**src/rtl/oam_dma.sv**
```systemverilog
// oam_dma: sprite DMA engine that copies one 256-byte page to the OAM data port
// Ports:
//   clk, reset      system clock, asynchronous active-high reset
//   cpu_en          CPU-cycle enable; state advances only on enabled edges
//   dma_start       CPU write to $4014 this cycle; dma_page is the source page
//   rd_data         memory read value during READ
//   addr, wr_data   bus address and write data driven by the DMA
//   mem_read        read strobe (READ), mem_write write strobe (WRITE)
//   cpu_halt        stalls the CPU while a transfer is in progress
module oam_dma #(
    parameter logic [15:0] OAM_DATA_ADDR = 16'h2004
) (
    input  logic        clk,
    input  logic        reset,
    input  logic        cpu_en,
    input  logic        dma_start,
    input  logic [7:0]  dma_page,
    input  logic [7:0]  rd_data,
    output logic [15:0] addr,
    output logic [7:0]  wr_data,
    output logic        mem_read,
    output logic        mem_write,
    output logic        cpu_halt
);
    typedef enum logic [2:0] {IDLE, HALT, ALIGN, READ, WRITE} state_t;

    state_t     state;
    logic       parity;
    logic [7:0] page;
    logic [7:0] index;
    logic [7:0] data;

    // Parity runs on every CPU cycle, DMA or not, so the transfer can tell
    // whether it must burn an extra ALIGN cycle to start reads on an even cycle.
    always_ff @(posedge clk or posedge reset) begin
        if (reset) begin
            state  <= IDLE;
            parity <= 1'b0;
            page   <= 8'h00;
            index  <= 8'h00;
            data   <= 8'h00;
        end else if (cpu_en) begin
            parity <= ~parity;
            case (state)
                IDLE: if (dma_start) begin
                    state <= HALT;
                    page  <= dma_page;
                    index <= 8'h00;
                end
                HALT:  state <= parity ? ALIGN : READ;
                ALIGN: state <= READ;
                READ: begin
                    data  <= rd_data;
                    state <= WRITE;
                end
                WRITE: begin
                    index <= index + 8'd1;
                    state <= (index == 8'hFF) ? IDLE : READ;
                end
                default: state <= IDLE;
            endcase
        end
    end

    // Bus outputs decode straight from the state registers, so reset clears
    // them (and releases the CPU) without waiting for a clock edge.
    always_comb begin
        cpu_halt  = state != IDLE;
        mem_read  = state == READ;
        mem_write = state == WRITE;
        addr      = mem_read ? {page, index} : mem_write ? OAM_DATA_ADDR : 16'h0000;
        wr_data   = mem_write ? data : 8'h00;
    end
endmodule

```
**config.mk**
```make
export PLATFORM = sky130hd
export DESIGN_NAME = oam_dma
export DESIGN_NICKNAME = d
export VERILOG_FILES = /design/src/rtl/oam_dma.sv
export SDC_FILE = /design/constraint.sdc
export NUM_CORES = 1
export LEC_CHECK = 0
export CAP_MARGIN = 0
export CORE_ASPECT_RATIO = 0.6
export CORE_MARGIN = 5
export CORE_UTILIZATION = 44
export CTS_CLUSTER_DIAMETER = 50
export DETAILED_ROUTE_END_ITERATION = 16
export HOLD_SLACK_MARGIN = 0.06
export PLACE_DENSITY = 0.82
export SLEW_MARGIN = 20
export SYNTH_ARGS = -nofsm -noshare
export SYNTH_HDL_FRONTEND = slang
export SYNTH_SLANG_ARGS = --single-unit
```
**constraint.sdc**
```tcl
create_clock -name clk -period 2.7 [get_ports clk]
set_clock_uncertainty 0.15 [all_clocks]
set_input_delay 0.54 -clock clk [delete_from_list [all_inputs] [get_ports clk]]
set_output_delay 0.54 -clock clk [all_outputs]
set_load 0.01 [all_outputs]
```
After elaboration in Yosys (flattened, before gate mapping)
Index checks and enable logic that the tools add are counted.
{ "totals": {"register_bits": 28, "inputBits": 20, "out_inout_bits": 27, "wordCells": 29} }
{ "op_classes": {"n_addsub": 1, "eq_ne": 6, "muxes": 9, "bitwise_logic": 1, "reduce_logical": 7} }
{ "op_table": {"columns": ["operator", "n"], "rows": [
  ["two-way mux 16 bit", 1],
  ["two-way mux 8 bit", 2],
  ["one-hot mux 8 bit (2 select lines)", 1],
  ["one-hot mux 3 bit (5 select lines)", 1],
  ["two-way mux 14 bit", 1],
  ["adder 8 x 1 -> 8 bit (second input constant)", 1],
  ["equality test 8 bit (second input constant)", 1],
  ["equality test 3 x 2 -> 1 bit (second input constant)", 2],
  ["AND reduction 3 bit", 2],
  ["AND reduction 2 bit", 2],
  ["equality test 3 x 1 -> 1 bit (second input constant)", 1],
  ["equality test 3 bit (second input constant)", 1],
  ["logical NOT 3 bit", 1],
  ["two-way mux 3 bit", 1],
  ["nonzero test 3 bit", 1],
  ["two-way mux 2 bit", 1],
  ["!= test 2 bit (second input constant)", 1],
  ["nonzero test 2 bit", 1],
  ["two-way mux 1 bit", 1],
  ["inverter 1 bit", 1]
]} }

Depth between registers and ports, before layout
Gate-level depths: netlist of the first run.
{ "logic_depth": {"ltp_word": 3, "ltp_mapped": 6, "mapped_depth_nobuf": 4} }

Least setup slack after synthesis of the first run
No wires, ideal clock.
{ "synth_path": {"path_kind": "register to output", "start": "register state[2]", "end": "output port wr_data[0]", "arrival_time_ns": 1.554, "required_time_ns": 2.010, "setup_slack_ns": 0.456, "stages_incl_launch_ff": 5, "n_path_buf": 2, "path_cell_list": "dfrtp_1 clkbuf_1 nor3b_1 clkbuf_1 and2_1"} }
{ "synth_between": {"elab_chain_cells": 2} }
{ "synth_lines": {"columns": ["element", "line", "text"], "rows": [
  ["start: declaration", "27", "state_t state;"],
  ["start signal: assignment", "50", "HALT: state <= parity ? ALIGN : READ;"],
  ["start signal: assignment", "58", "state <= (index == 8'hFF) ? IDLE : READ;"],
  ["equality test 3 bit", "70", "mem_write = state == WRITE;"],
  ["net mem_write", "22", "output logic mem_write,"],
  ["two-way mux 8 bit", "72", "wr_data = mem_write ? data : 8'h00;"],
  ["end: declaration", "20", "output logic [7:0] wr_data,"]
]} }
The timed path passes the listed nets, and every way through them passes these cells.

Final worst setup path of the first run
{ "layout_path": {"start": "register state[2]", "end": "output port addr[14]"} }
{ "layout_between": {"elab_chain_cells": 2} }
{ "layout_lines": {"columns": ["element", "line", "text"], "rows": [
  ["equality test 3 x 2 -> 1 bit", "69", "mem_read = state == READ;"],
  ["two-way mux 16 bit", "71", "addr = mem_read ? {page, index} : mem_write ? OAM_DATA_ADDR : 16'h0000;"],
  ["end: declaration", "19", "output logic [15:0] addr,"]
]} }
No other way between the ends.

==> reports/qor.tcl, run 1 <==
set qor(numCtsBuffers) 3
set qor(dr.pass1.iters) 4
set qor(maxCapViolCount) 0
set qor(filler_cell_count) 267
set qor(p_per_area_nw_per_um2) 858
set qor(cp_data_arrival_time_ps) 1910
set qor(timing.hold.worst.class) {flop to flop}
set qor(synth.net_count) 160
set qor(achievable-frequency_mhz) 385
set qor(period_share_pct) 96.1
set qor(grt_pass1_vias) 1209
set qor(antennaDiodeCount) 0
set qor(pin_count) 47
set qor(start_kind) {flop}
set qor(insertion_delay_ps) 270
set qor(finalHoldViolations) 0
set qor(synth_most_common_cell) {sky130_fd_sc_hd__dfrtp_1}
set qor(synth.top_cells.by_count) {28 x sky130_fd_sc_hd__dfrtp_1, 22 x sky130_fd_sc_hd__and2_1, 16 x sky130_fd_sc_hd__mux2_2}
set qor(timing.hold.worst.start) {parity}
set qor(drive_gt1_share_pct) 16.6
set qor(floorplan.initialDensity_pct) 45.4
set qor(grt_first_pass_wirelength_um) 5700
set qor(cts.htree.levels) 1
set qor(ys.warnings.count) 0
set qor(ctsHoldBuffers) 0
set qor(antenna_left) 0
set qor(path_max_fanout) 15
set qor(clock-root-buffer) {sky130_fd_sc_hd__clkbuf_8}
set qor(timing.critical_path.to_type) {primary output}
set qor(stdcell_count) 232
set qor(area_contributors_post_synth) {sky130_fd_sc_hd__dfrtp_1 48%, sky130_fd_sc_hd__mux2_2 12%, sky130_fd_sc_hd__and2_1 9.4%}
set qor(setup_viol) 0
set qor(report.final.slew_viol_count) 0
set qor(worstPathBufferInverterCount) 2
set qor(dominantRegCellSynth) {sky130_fd_sc_hd__dfrtp_1}
set qor(synth_enable_flop_cells) 0
set qor(detail_route.wirelength_um) 3500
set qor(vdd_ir_drop_max_mv) 0.402
set qor(finish.net_count) 209
set qor(power_leakage_nw) 0.848
set qor(tritoncts_clock_tree) {done}
set qor(power.total_mw) 1.76
set qor(worst_setup_hold_path_clk_slew_ps) 90
set qor(area_overhead_of_the_layout_relative_to_synthesis_pct) 39.3
set qor(core_area_um2) 3240
set qor(io_buffer_count) 46
set qor(die_area_um2) 4640
set qor(maxSlewHeadroom_pct) 62.6
set qor(slowest_stage) {sky130_fd_sc_hd__clkdlybuf4s50_1}
set qor(placed_cells_incl_taps) 226
set qor(synthArstFlopShare_pct) 100
set qor(share_of_the_yosys_chip_area_belonging_to_registers_pct) 47.6
set qor(synth_top_cell_by_area) {sky130_fd_sc_hd__dfrtp_1}
set qor(grt_usage_pct) 15.6
set qor(cp_cell_sequence) {and3b_1 -> buf_4 -> and2_1 -> clkdlybuf4s50_1}
set qor(grt_max_degree) 29
set qor(worst_endpoint_required_time_ps) 2010
set qor(worst-slew-pin-transition_ps) 559
set qor(worst_setup_path_start) {state[2]}
set qor(final_area_um2) 2050
set qor(setup_tns_ps) 0
set qor(postPlaceCellArea_um2) 1980
set qor(cts_sinks) 28
set qor(violation_count_after_the_first_detailed_routing_iteration) 35
set qor(vias) 1217
set qor(run_status) {completed}
set qor(post_synth_design_cell_area_um2) 1470
set qor(period_needed_ps) 2600
set qor(floorplan.die.width_um) 84.7
set qor(timing.rr.start) {state[1]}
set qor(clock_path_buffers) 2
set qor(critical-path-top-delay-family) {buffers and inverters}
set qor(slowest_delay_ps) 540
set qor(synth.distinct_cells) 30
set qor(place.gp.congestion) 0.852
set qor(dpl.hpwl_um) 2500
set qor(postSynthAreaPerCell_um2) 10.6
set qor(drcViolationCount) 0
set qor(wl_per_cell_um) 15.1
set qor(grt_overflow_total) 0
set qor(die_h_um) 54.8
set qor(row_count) 16
set qor(antenna_found_initial) 0
set qor(timing.setup.critical_path_class) {flop to primary output}
set qor(synth_largest_type_area_fraction_pct) 47.6
set qor(netlist_instances) 139
set qor(viasPerCell) 5.25
set qor(synth.ff_latch_count) 28
-- sequential cells by signal, indices dropped and copies added, names as in the netlist --
register and flops:
index 8, parity 1, data 8, page 8, state 3
-- routing by layer --
metal / share of wire, % / GRT usage [%] / wire length [µm]
met1: 45 / 19.8 / 1570
met2: 46 / 26.2 / 1600
met3: 9.3 / 6.17 / 326
met5: 0 / 0 / 0
met4: 0 / 2.11 / 0
-- timing repair --
action | in CTS | in global routing
resized for setup | 0 | 3
setup endpoints to repair | 0 | 21
buffers inserted | 0 | 2
-- worst paths after layout --
check	slack [ps]	to	cells past startpoint
worst max-delay path	100	addr[14]	4
worst min-delay path	320	parity	1
worst max register to register	630	page[5]	3
worst min register to register	320	parity	1
max in group asynchronous	1650	state[0]	3
min in group asynchronous	460	data[4]	3
-- power by group --
| group | internal [mW] | leakage [nW] | switching [mW] | total (mW) |
|---|---|---|---|---|
| Clock | 0.131 | 0.0288 | 0.126 | 0.256 |
| Combinational | 0.434 | 0.477 | 0.325 | 0.759 |
| Sequential | 0.599 | 0.343 | 0.145 | 0.744 |
-- cell usage in the layout (no fill, tap or decap) --
| cell type | netlist | routed |
|---|---|---|
| sky130_fd_sc_hd__and3b_1 | 1 | 1 |
| sky130_fd_sc_hd__buf_4 | 0 | 7 |
| sky130_fd_sc_hd__nand4_1 | 2 | 2 |
| sky130_fd_sc_hd__o22ai_1 | 1 | 1 |
| sky130_fd_sc_hd__o21ai_0 | 11 | 11 |
| sky130_fd_sc_hd__or3_1 | 1 | 1 |
| sky130_fd_sc_hd__or3b_1 | 1 | 1 |
| sky130_fd_sc_hd__dfrtp_1 | 28 | 25 |
| sky130_fd_sc_hd__o21bai_1 | 2 | 2 |
| sky130_fd_sc_hd__nor2_1 | 1 | 1 |
| sky130_fd_sc_hd__or4_1 | 3 | 3 |
| sky130_fd_sc_hd__dfrtp_2 | 0 | 3 |
| sky130_fd_sc_hd__o211ai_1 | 3 | 3 |
| sky130_fd_sc_hd__nand2b_1 | 2 | 2 |
| sky130_fd_sc_hd__and2_1 | 22 | 22 |
| sky130_fd_sc_hd__xor2_1 | 2 | 2 |
| sky130_fd_sc_hd__nand2_1 | 6 | 6 |
| sky130_fd_sc_hd__nor4_1 | 2 | 2 |
| sky130_fd_sc_hd__nand3_1 | 5 | 5 |
| sky130_fd_sc_hd__clkdlybuf4s50_1 | 0 | 46 |
| sky130_fd_sc_hd__a21o_1 | 2 | 2 |
| sky130_fd_sc_hd__mux2_2 | 16 | 16 |
| sky130_fd_sc_hd__a21oi_1 | 4 | 4 |
| sky130_fd_sc_hd__nor2_4 | 1 | 1 |
| sky130_fd_sc_hd__clkbuf_8 | 0 | 4 |
| sky130_fd_sc_hd__o31a_1 | 2 | 2 |
| sky130_fd_sc_hd__mux2i_1 | 3 | 3 |
| sky130_fd_sc_hd__ha_1 | 1 | 1 |
| sky130_fd_sc_hd__nor3b_1 | 1 | 1 |
| sky130_fd_sc_hd__inv_1 | 4 | 4 |
| sky130_fd_sc_hd__o31ai_1 | 3 | 3 |
-- worst reg2reg max path, delay by kind of cell, from the launching register on --
kind	cells	cell delay, ps
simple gates	2	960
flops	1	470
mux	1	390
-- cell families after synthesis --
logic type,after synthesis,synth area share [%]
and+or+nand+nor,48,19.8
AOI/OAI and AO/OA,28,11.8
DFF,28,47.6
muxes,19,14.3
buffers and inverters,13,4.42
xor gates and xnor gates,2,1.19
adders and majority gates,1,0.850
-- through the flow --
stage / hold slack [ps] / util (%) / setup slack, ps
after floorplan: 287 / - / 456
after global routing: 355 / 63.2 / -5.11
final: 321 / 63.2 / 105
after detailed placement: 313 / 60.9 / 112
after global placement: 306 / 60.9 / 187
after CTS: 330 / 62.6 / 6.67
-- cell type report --
| type | count | area [µm²] | share of cell area, % |
|---|---|---|---|
| sequential | 28 | 704 | 34.4 |
| inverter | 4 | 15.0 | 0.733 |
| tap | 45 | 56.3 | 2.75 |
| timing repair buffer | 53 | 513 | 25.0 |
| multi-input combinational | 98 | 706 | 34.4 |
| clock buffer | 4 | 55.1 | 2.69 |
(Power assumes the default switching activity.)
==> inputs of run 2 (changes only) <==
--- a/config.mk
+++ b/config.mk
@@ -11,7 +11,7 @@
 export CORE_UTILIZATION = 44
 export CTS_CLUSTER_DIAMETER = 50
 export DETAILED_ROUTE_END_ITERATION = 16
-export HOLD_SLACK_MARGIN = 0.06
+export HOLD_SLACK_MARGIN = 0.12
 export PLACE_DENSITY = 0.82
 export SLEW_MARGIN = 20
 export SYNTH_ARGS = -nofsm -noshare
==> results of run 2 <==
Final layout, timing and power as in run 1 (identical DEF).
